--- config.mk ---
export PLATFORM = sky130hd
export DESIGN_NAME = cpu_control_fsm_flat
export DESIGN_NICKNAME = d
export VERILOG_FILES = /design/src/rtl/cpu_control_fsm_if.sv /design/src/rtl/cpu_control_fsm.sv /design/src/flat_wrapper.sv
export SDC_FILE = /design/constraint.sdc
export NUM_CORES = 1
export LEC_CHECK = 0
export ABC_AREA = 1
export CORE_ASPECT_RATIO = 1.5
export CORE_MARGIN = 2
export CORE_UTILIZATION = 54
export CTS_BUF_LIST = sky130_fd_sc_hd__clkbuf_4
export CTS_CLUSTER_SIZE = 20
export DETAILED_ROUTE_END_ITERATION = 10
export PLACE_DENSITY = 0.93
export REMOVE_ABC_BUFFERS = 1
export SYNTH_ARGS = -nofsm -noshare
export SYNTH_HDL_FRONTEND = slang
export SYNTH_SLANG_ARGS = --single-unit
--- constraint.sdc ---
create_clock -name clk -period 3.99 [get_ports clk]
set_clock_uncertainty 0.05 [all_clocks]
set_input_delay 0.5985 -clock clk [delete_from_list [all_inputs] [get_ports clk]]
set_output_delay 0.5985 -clock clk [all_outputs]
set_load 0.01 [all_outputs]
--- src/rtl/cpu_control_fsm_if.sv ---
// Instruction-fetch bus between the control sequencer and the instruction memory / IR.
// The master side (sequencer) requests fetches and strobes the IR; the slave side answers.
interface cpu_control_fsm_if #(
    parameter int PC_W = 8
);
    logic            imem_req;
    logic [PC_W-1:0] imem_addr;
    logic            imem_ack;
    logic            ir_we;
    logic [2:0]      opcode;

    modport master (
        output imem_req,
        output imem_addr,
        output ir_we,
        input  imem_ack,
        input  opcode
    );

    modport slave (
        input  imem_req,
        input  imem_addr,
        input  ir_we,
        output imem_ack,
        output opcode
    );
endinterface

--- src/rtl/cpu_control_fsm.sv ---
// Multi-cycle fetch/decode/execute sequencer for the 9-bit-instruction core.
// Owns the program counter, the latched ALU op and a saturating retired-instruction counter.
module cpu_control_fsm #(
    parameter int PC_W  = 8,
    parameter int CNT_W = 16
) (
    input  logic                 clk,
    input  logic                 rst_n,
    input  logic                 start,
    cpu_control_fsm_if.master    bus,
    output logic [2:0]           alu_op,
    output logic                 rf_we,
    output logic [PC_W-1:0]      pc,
    output logic                 halted,
    output logic                 busy,
    output logic [CNT_W-1:0]     instr_count
);

    typedef enum logic [2:0] {
        ST_IDLE   = 3'd0,
        ST_FETCH  = 3'd1,
        ST_DECODE = 3'd2,
        ST_EXEC   = 3'd3,
        ST_WB     = 3'd4,
        ST_HALT   = 3'd5
    } state_t;

    localparam logic [2:0] OP_NOP  = 3'b000;
    localparam logic [2:0] OP_HALT = 3'b111;

    state_t            state_r;
    state_t            next_state_s;
    logic [PC_W-1:0]   pc_r;
    logic [2:0]        alu_op_r;
    logic [CNT_W-1:0]  cnt_r;

    logic              pc_inc_s;
    logic              pc_clr_s;
    logic              alu_ld_s;
    logic              cnt_inc_s;

    logic              imem_req_s;
    logic              ir_we_s;
    logic              rf_we_s;
    logic              halted_s;
    logic              busy_s;

    // Counter stops at all-ones rather than wrapping back to zero.
    function automatic logic [CNT_W-1:0] sat_inc(input logic [CNT_W-1:0] v);
        if (v == {CNT_W{1'b1}}) begin
            return v;
        end else begin
            return v + {{(CNT_W-1){1'b0}}, 1'b1};
        end
    endfunction

    // State register.
    always_ff @(posedge clk or negedge rst_n) begin
        if (!rst_n) begin
            state_r <= ST_IDLE;
        end else begin
            state_r <= next_state_s;
        end
    end

    // Next-state selection and datapath update enables.
    always_comb begin
        next_state_s = state_r;
        pc_inc_s     = 1'b0;
        pc_clr_s     = 1'b0;
        alu_ld_s     = 1'b0;
        cnt_inc_s    = 1'b0;
        case (state_r)
            ST_IDLE: begin
                if (start) begin
                    next_state_s = ST_FETCH;
                end else begin
                    next_state_s = ST_IDLE;
                end
            end
            ST_FETCH: begin
                if (bus.imem_ack) begin
                    pc_inc_s     = 1'b1;
                    next_state_s = ST_DECODE;
                end else begin
                    next_state_s = ST_FETCH;
                end
            end
            ST_DECODE: begin
                if (bus.opcode == OP_HALT) begin
                    next_state_s = ST_HALT;
                end else if (bus.opcode == OP_NOP) begin
                    cnt_inc_s    = 1'b1;
                    next_state_s = ST_FETCH;
                end else begin
                    alu_ld_s     = 1'b1;
                    next_state_s = ST_EXEC;
                end
            end
            ST_EXEC: begin
                next_state_s = ST_WB;
            end
            ST_WB: begin
                cnt_inc_s    = 1'b1;
                next_state_s = ST_FETCH;
            end
            ST_HALT: begin
                // Restart from address zero; the retired count is kept across runs.
                if (start) begin
                    pc_clr_s     = 1'b1;
                    next_state_s = ST_FETCH;
                end else begin
                    next_state_s = ST_HALT;
                end
            end
            default: begin
                next_state_s = ST_IDLE;
            end
        endcase
    end

    // Program counter: advances once per accepted fetch, wraps at 2^PC_W.
    always_ff @(posedge clk or negedge rst_n) begin
        if (!rst_n) begin
            pc_r <= {PC_W{1'b0}};
        end else if (pc_clr_s) begin
            pc_r <= {PC_W{1'b0}};
        end else if (pc_inc_s) begin
            pc_r <= pc_r + {{(PC_W-1){1'b0}}, 1'b1};
        end else begin
            pc_r <= pc_r;
        end
    end

    // ALU op is captured at decode and held until the next ALU instruction.
    always_ff @(posedge clk or negedge rst_n) begin
        if (!rst_n) begin
            alu_op_r <= 3'b000;
        end else if (alu_ld_s) begin
            alu_op_r <= bus.opcode;
        end else begin
            alu_op_r <= alu_op_r;
        end
    end

    // Retired-instruction counter.
    always_ff @(posedge clk or negedge rst_n) begin
        if (!rst_n) begin
            cnt_r <= {CNT_W{1'b0}};
        end else if (cnt_inc_s) begin
            cnt_r <= sat_inc(cnt_r);
        end else begin
            cnt_r <= cnt_r;
        end
    end

    // Moore strobes decoded from the state register; ir_we also gates on the live ack.
    always_comb begin
        imem_req_s = 1'b0;
        ir_we_s    = 1'b0;
        rf_we_s    = 1'b0;
        halted_s   = 1'b0;
        busy_s     = 1'b0;
        case (state_r)
            ST_IDLE: begin
                busy_s = 1'b0;
            end
            ST_FETCH: begin
                imem_req_s = 1'b1;
                ir_we_s    = bus.imem_ack;
                busy_s     = 1'b1;
            end
            ST_DECODE: begin
                busy_s = 1'b1;
            end
            ST_EXEC: begin
                busy_s = 1'b1;
            end
            ST_WB: begin
                rf_we_s = 1'b1;
                busy_s  = 1'b1;
            end
            ST_HALT: begin
                halted_s = 1'b1;
            end
            default: begin
                busy_s = 1'b0;
            end
        endcase
    end

    assign bus.imem_req  = imem_req_s;
    assign bus.imem_addr = pc_r;
    assign bus.ir_we     = ir_we_s;
    assign alu_op        = alu_op_r;
    assign rf_we         = rf_we_s;
    assign pc            = pc_r;
    assign halted        = halted_s;
    assign busy          = busy_s;
    assign instr_count   = cnt_r;

endmodule
--- src/flat_wrapper.sv ---
// flat-port wrapper written by rule: the top's interface ports become plain ports
module cpu_control_fsm_flat 
#(
    parameter int PC_W  = 8,
    parameter int CNT_W = 16
)
  (clk, rst_n, start, alu_op, rf_we, pc, halted, busy, instr_count, bus_imem_req, bus_imem_addr, bus_ir_we, bus_imem_ack, bus_opcode);
  cpu_control_fsm_if #(.PC_W(PC_W)) bus_i ();
  input  logic clk;
  input  logic rst_n;
  input  logic start;
  output logic [2:0] alu_op;
  output logic rf_we;
  output logic [PC_W-1:0] pc;
  output logic halted;
  output logic busy;
  output logic [CNT_W-1:0] instr_count;
  output wire logic [$bits(bus_i.imem_req)-1:0] bus_imem_req;
  output wire logic [$bits(bus_i.imem_addr)-1:0] bus_imem_addr;
  output wire logic [$bits(bus_i.ir_we)-1:0] bus_ir_we;
  input wire logic [$bits(bus_i.imem_ack)-1:0] bus_imem_ack;
  input wire logic [$bits(bus_i.opcode)-1:0] bus_opcode;
  assign bus_imem_req = bus_i.imem_req;
  assign bus_imem_addr = bus_i.imem_addr;
  assign bus_ir_we = bus_i.ir_we;
  assign bus_i.imem_ack = bus_imem_ack;
  assign bus_i.opcode = bus_opcode;
  cpu_control_fsm #(.PC_W(PC_W), .CNT_W(CNT_W)) u_core (.clk(clk), .rst_n(rst_n), .start(start), .bus(bus_i), .alu_op(alu_op), .rf_we(rf_we), .pc(pc), .halted(halted), .busy(busy), .instr_count(instr_count));
endmodule
## Yosys cells after proc, flatten, opt, wreduce, memory -nomap -nowiden

Index checks and enable logic that the tools add are counted.

| storage, ports and cells | value |
|---|---|
| register bits | 30 |
| input port bits | 7 |
| logic and storage cells | 42 |

| operators by class | value |
|---|---|
| add/sub/neg operators | 2 |
| equality and inequality tests | 7 |
| mux-type cells | 23 |
| bitwise operators | 1 |
| reductions and logical operators | 5 |

Operators by type and width:

| operator | number |
|---|---|
| one-hot mux 3 bit (6 select lines) | 1 |
| adder 16 x 1 -> 16 bit, second input constant | 1 |
| == test 16 bit, second input constant | 1 |
| two-way mux 8 bit | 2 |
| two-way mux 1 bit | 15 |
| == test 3 bit, second input constant | 3 |
| adder 8 x 1 -> 8 bit, second input constant | 1 |
| == test 3 x 2 -> 1 bit, second input constant | 2 |
| logical NOT 3 bit | 2 |
| two-way mux 3 bit | 2 |
| two-way mux 2 bit | 2 |
| OR reduction 4 bit | 1 |
| == test 3 x 1 -> 1 bit, second input constant | 1 |
| one-hot mux 1 bit (2 select lines) | 1 |
| AND reduction 2 bit | 1 |
| nonzero test 2 bit | 1 |
| inverter 1 bit | 1 |

## Logic depth before layout (Yosys ltp)

Gate-level depths: netlist (run 1).

| logic depth | value |
|---|---|
| word-level depth | 5 |
| gate-level depth with buffers | 10 |
| gate-level depth less buffers | 9 |

## Least setup slack after synthesis (run 1)

No wires, ideal clock.

| timing path | value |
|---|---|
| path kind | in2out |
| start | in bus_imem_ack |
| end | out bus_ir_we |
| data arrival time | 898 ps |
| data required time | 3342 ps |
| path slack | 2443 ps |
| stages | 2 |
| cells stage by stage | inv_1 > nor2_2 |

| between the ends | value |
|---|---|
| word-level cells in the longest chain between the ends | 1 |

RTL lines:

| what | RTL line | RTL |
|---|---|---|
| start, declared | flat_wrapper.sv:21 | `input wire logic [$bits(bus_i.imem_ack)-1:0] bus_imem_ack;` |
| two-way mux 1 bit | cpu_control_fsm.sv:164 | `case (state_r)` |
| end, declared | flat_wrapper.sv:20 | `output wire logic [$bits(bus_i.ir_we)-1:0] bus_ir_we;` |

No other way between the ends.

## Worst setup path in the final report (run 1)

Same ends and word-level chain as after synthesis.

==> impl_results.md, run 1 <==
- Fillers: between 200 and 300
- Flops & latches, synth: 30
- Final HPWL from detailed placement: between 2000 and 3000 um
- Crit end category: output pin
- CTS H-Tree Depth: 2
- CTS max path bufs: 2
- Core area: about 3200 sq um
- Starting Density: 0.573
- Max FO, Critical Path: 8
- Number of cell rows: 25
- Initial antenna violation count: 0
- Post-DRT Antenna Nets: 0
- Number of clock sinks: 30
- Port bufs: between 40 and 50
- Global-route wire length before repair: ~6800 um
- CTS tree: done
- Worst IR Drop VDD: roughly 0.00034 V
- RD Place Congestion: 0.883
- Total iterations of the first detailed-routing run: 5
- Final period util: 0.675
- FF/Latch Area: ~750 sq um
- Slew Viols, Final: 0
- Chip height: 75.2 um
- Routed vias/inst: approximately 5
- RSZ-0062 raised after global routing: false
- Crit path launch type: primary input
- Grt total ovfl: 0
- Hold violation count in the final report: 0
- DRC viols: 0
- Die footprint: 3870 sq um
- CP required: approximately 3300 ps
- Sequential area share after synthesis: 0.411
- Post-Syn Instances: approximately 260
- Pleak: 1.11 nW
- Die width: just over 50 um
- Min-delay worst type: flip-flop to flip-flop
- Netlist cell types: 23
- Tot Pwr: 1.13 mW
- Nets: between 300 and 400
- Routed Wire Length: 3840 um
- Via count: around 1700
- Area delta synth->final: 27.1%
- Largest net degree at the start of global routing: 31
- Slew at the pin closest to its max-slew limit: roughly 370 ps
- Avg Synthesized Cell Area: 7.08 sq um
- Setup Buffers After CTS: 0
- Clock insertion delay at the later pin of the skew report: between 300 and 400 ps
- Max_cap viols: 0
- Synth Warn #: 0
- Setup tns final: 0 ps
- Post-layout min period: between 2000 and 3000 ps
- Max Freq: between 300 and 400 MHz
- Drt wl/cell: 11.2 um
- Final setup viols: 0
- Post_cts resized: 0
- Max_slew headroom: 0.753
- CTS Hold Bufs: 0
- Vias in the first global route: ~1600
- WP data arrival: roughly 2000 ps
- Combined area of the multi-input logic cells: 906 sq um
- Layout cells sized above 1: 0.0693
- Run status: finished, final reports clean
- Clock root cell: clkbuf_4
- CTS clk-pin slew, worst paths: about 90 ps
- Detailed router's first-iteration violation count: 35
- Ports: 47
- WS Path Type: primary input to output pin
- Total track usage: 0.232
- Mapped Area: about 1800 sq um
- Pwr/cell area: between 400 and 500 nW/um^2
- TritonCTS Buffers: 5
- N_diodes: 0
cell families (layout without fill, tap and decap cells):
kind of cell	count (synthesis)	after routing	synth area share
adders and majority gates	2	2	0.0137
DFF	30	30	0.411
and+or+nand+nor	170	170	0.403
buffers and inverters	35	80	0.0931
AOI/OAI and AO/OA	12	12	0.0356
xor gates and xnor gates	9	9	0.0431
per-layer routing:
layer,vias up,global-route usage,part of all wire
li1,892,-,-
met1,804,0.258,0.41
met2,40,0.425,0.53
met3,6,0.0417,0.035
met4,0,0.108,0.019
met5,-,0,0
report_power, final:
part	leakage [nW]	total (mW)	switching [mW]	internal (mW)
Combinational	0.677	0.508	0.259	0.249
Sequential	0.397	0.445	0.0756	0.369
Clock	0.0331	0.176	0.103	0.0729
per-stage QoR:
| stage | std cells | hold WS [ps] | cell area [sq um] | utilization | setup WS (ps) |
|---|---|---|---|---|---|
| 4_1_cts | 343 | 447 | 2320 | 0.728 | 1310 |
| 5_1_grt | 343 | 478 | 2320 | 0.728 | 1250 |
| 3_5_place_dp | 335 | 423 | 2270 | 0.711 | 1320 |
| 6_report | 343 | 442 | 2320 | 0.728 | 1300 |
| 2_1_floorplan | 248 | 253 | 1750 | - | 2440 |
| 3_3_place_gp | 335 | 416 | 2270 | 0.711 | 1330 |
cells in the mapped netlist:
master | n | area share
nand2_1 | 102 | 0.21
dfrtp_1 | 30 | 0.41
nor2_1 | 28 | 0.058
inv_1 | 23 | 0.047
nand3_1 | 19 | 0.052
buf_4 | 8 | 0.033
nand4_1 | 8 | 0.027
a21oi_1 | 5 | 0.014
o21ai_0 | 5 | 0.014
xor2_1 | 5 | 0.024
xnor2_1 | 4 | 0.019
nand2_2 | 3 | 0.010
nor2_2 | 3 | 0.010
ha_1 | 2 | 0.014
inv_2 | 2 | 0.0041
nor2_4 | 2 | 0.012
nor3_2 | 2 | 0.011
o21bai_1 | 2 | 0.0082
buf_2 | 1 | 0.0027
buf_6 | 1 | 0.0062
nand2_4 | 1 | 0.0062
nand3b_1 | 1 | 0.0041
nor3_1 | 1 | 0.0027
final timing paths:
path                                        from  slack, ps  cells after the start                       to
setup / recovery                    bus_imem_ack       1300                      4                bus_ir_we
hold / removal                  u_core.alu_op[0]        440                      2         u_core.alu_op[0]
setup reg to reg           u_core.instr_count[0]       2410                      9   u_core.instr_count[10]
hold reg to reg                 u_core.alu_op[0]        440                      2         u_core.alu_op[0]
max in group asynchronous                  rst_n       3010                      2   u_core.instr_count[11]
min in group asynchronous                  rst_n        600                      2  u_core.bus.imem_addr[3]
sequential cells by signal (all words and copies together), names as in the netlist:
signal	count
u_core.instr_count	16
u_core.bus.imem_addr	8
u_core.alu_op	3
u_core.state_r	3
layout make-up:
class                   instances  area share
multi-input cells             193       0.390
flip-flops and latches         30       0.323
repair buffers                 47       0.202
inverters                      25      0.0404
well taps                      40      0.0216
clock buffers                   6      0.0194
clock inverters                 2     0.00377
worst max-delay path, cell delays in order:
cell and delay, ps:
clkdlybuf4s50_1 480, inv_1 70, nor2_2 300, clkdlybuf4s50_1 610
cell usage in the layout, fill, tap and decap left out, types with 3 or more instances in the layout:
cell type and n:
a21oi_1 5, clkbuf_4 6, clkdlybuf4s50_1 46, dfrtp_1 30
inv_1 23, nand2_1 102, nand2_2 3, nand3_1 19
nand4_1 8, nor2_1 28, nor2_2 3, o21ai_0 5
xnor2_1 4, xor2_1 5
Note: power is estimated with default switching activity, not from simulation.
==> run 2: changes to the inputs <==
--- a/config.mk
+++ b/config.mk
@@ -8,11 +8,11 @@
 export ABC_AREA = 1
 export CORE_ASPECT_RATIO = 1.5
 export CORE_MARGIN = 2
-export CORE_UTILIZATION = 54
+export CORE_UTILIZATION = 50
 export CTS_BUF_LIST = sky130_fd_sc_hd__clkbuf_4
 export CTS_CLUSTER_SIZE = 20
 export DETAILED_ROUTE_END_ITERATION = 10
-export PLACE_DENSITY = 0.93
+export PLACE_DENSITY = 0.88
 export REMOVE_ABC_BUFFERS = 1
 export SYNTH_ARGS = -nofsm -noshare
 export SYNTH_HDL_FRONTEND = slang
==> constraint.sdc (replaced) <==
create_clock -name clk -period 2.5 [get_ports clk]
set_clock_uncertainty 0.05 [all_clocks]
set_input_delay 0.375 -clock clk [delete_from_list [all_inputs] [get_ports clk]]
set_output_delay 0.375 -clock clk [all_outputs]
set_load 0.01 [all_outputs]
==> impl_results.md, run 2 (synthesized netlist as in run 1, its figures left out) <==
- Run status: finished, final reports clean
- Vias in the first global route: ~1700
- Clock insertion delay at the later pin of the skew report: 330 ps
- Crit-path slowest cell: clkdlybuf4s50_1
- Worst path cell trace: inv_1, nor2_1, nand2_1, nor2_2, clkdlybuf4s50_1
- CTS H-Tree Depth: 2
- RD Place Congestion: roughly 0.84
- Crit end category: output pin
- DRC viols: 0
- Post-layout min period: about 2200 ps
- Post_cts resized: 0
- Number of cell rows: 26
- CTS tree: done
- Routed vias/inst: approximately 5.1
- RSZ-0062 raised after global routing: false
- Final setup viols: 0
- Core area: 3450 sq um
- Number of clock sinks: 30
- Final period util: 0.864
- Pwr/cell area: about 780 nW/um^2
- Final HPWL from detailed placement: 2960 um
- Post-Layout Cell Count: around 350
- Reg2reg setup slack: roughly 950 ps
- Grt total ovfl: 0
- Max reg flops: 16
- Max Freq: approximately 460 MHz
- WP data arrival: 1730 ps
- Drt wl/cell: approximately 12 um
- Setup Buffers After CTS: 0
- Chip height: between 70 and 80 um
- Max stage delay on crit path: about 550 ps
- Initial antenna violation count: 0
- Crit path launch type: flip-flop
- CTS Hold Bufs: 0
- CP required: 2080 ps
- Min-delay worst type: primary input to asynchronous set/reset pin
- Global-route wire length before repair: slightly below 7000 um
- Fillers: 306
- Die width: around 53 um
- CTS clk-pin slew, worst paths: 100 ps
- Max_cap viols: 0
- CTS max path bufs: 2
- Hold violation count in the final report: 0
- Clock root cell: clkbuf_4
- Die footprint: ~4200 sq um
- Nets: 312
- Layout cells sized above 1: 0.0724
- TritonCTS Buffers: 5
- Total iterations of the first detailed-routing run: 4
- Placed insts: roughly 340
- Via count: ~1800
- Post-DRT Antenna Nets: 0
- Slew at the pin closest to its max-slew limit: slightly below 400 ps
- Commonest non-fill, non-tap cells in the layout: nand2_1 (102), clkdlybuf4s50_1 (46), dfrtp_1 (30)
- Largest net degree at the start of global routing: 31
- Area delta synth->final: 27.7%
- Slew Viols, Final: 0
- Max FO, Critical Path: 5
- Max_slew headroom: 0.744
- Starting Density: 0.530
- N_diodes: 0
- Total track usage: 0.218
- Commonest non-fill, non-tap cell in the layout: nand2_1
- Routed Wire Length: between 3000 and 4000 um
- Detailed router's first-iteration violation count: 34
- Worst IR Drop VDD: ~0.00063 V
- Ports: 47
- Setup tns final: 0 ps
- WS Path Type: flip-flop to output pin
- Port bufs: 46
- Pleak: ~1.1 nW
==> run 2: changes by cell type in the layout (fill, tap and decap cells not counted), sizes merged <==
| cell | before | now |
|---|---|---|
| buf | 1 | 2 |
==> run 2: report_power, final <==
group	switching (mW)	internal, mW
sequential	0.124	0.589
clock	0.169	0.116
combinational	0.422	0.403
total	0.715	1.11
==> run 2: layout make-up <==
class                   instances  area, sq um  share of cell area
multi-input cells             193          906               0.388
flip-flops and latches         30          751               0.322
repair buffers                 48          475               0.204
inverters                      25         93.8              0.0402
well taps                      42         52.6              0.0225
clock buffers                   6         45.0              0.0193
clock inverters                 2         8.76             0.00376
==> run 2: metal layers <==
layer | GRT usage | vias to the layer above | share of wire
li1 | - | 893 | -
met1 | 0.237 | 831 | 0.41
met2 | 0.380 | 47 | 0.52
met3 | 0.0532 | 8 | 0.045
met4 | 0.100 | 0 | 0.025
met5 | 0 | - | 0
==> run 2: final timing paths <==
kind | start | to | depth (start not counted)
worst min-delay path | rst_n | u_core.instr_count[7] | 2
worst max register to register | u_core.instr_count[0] | u_core.instr_count[14] | 8
max in group asynchronous | rst_n | u_core.instr_count[10] | 2
min in group clk | u_core.alu_op[1] | u_core.alu_op[1] | 2
worst max-delay path | u_core.state_r[0] | bus_ir_we | 5
worst min register to register | u_core.alu_op[1] | u_core.alu_op[1] | 2
==> run 2: critical path, delay by kind of cell, from the launching register on <==
| kind | cells | cell delay [ps] |
|---|---|---|
| buffers and inverters | 2 | 670 |
| AND/OR/NAND/NOR | 3 | 340 |
| flip-flops | 1 | 390 |
==> run 2: metrics by stage <==
step	cell area, sq um	worst slack (ps)	util	hold WS, ps	power (mW)
3_5_place_dp	2280	453	0.661	430	1.55
2_1_floorplan	1750	1050	-	29.4	1.12
3_3_place_gp	2280	478	0.661	423	1.52
5_1_grt	2330	225	0.676	394	1.96
4_1_cts	2330	329	0.676	378	1.84
6_report	2330	341	0.676	374	1.82
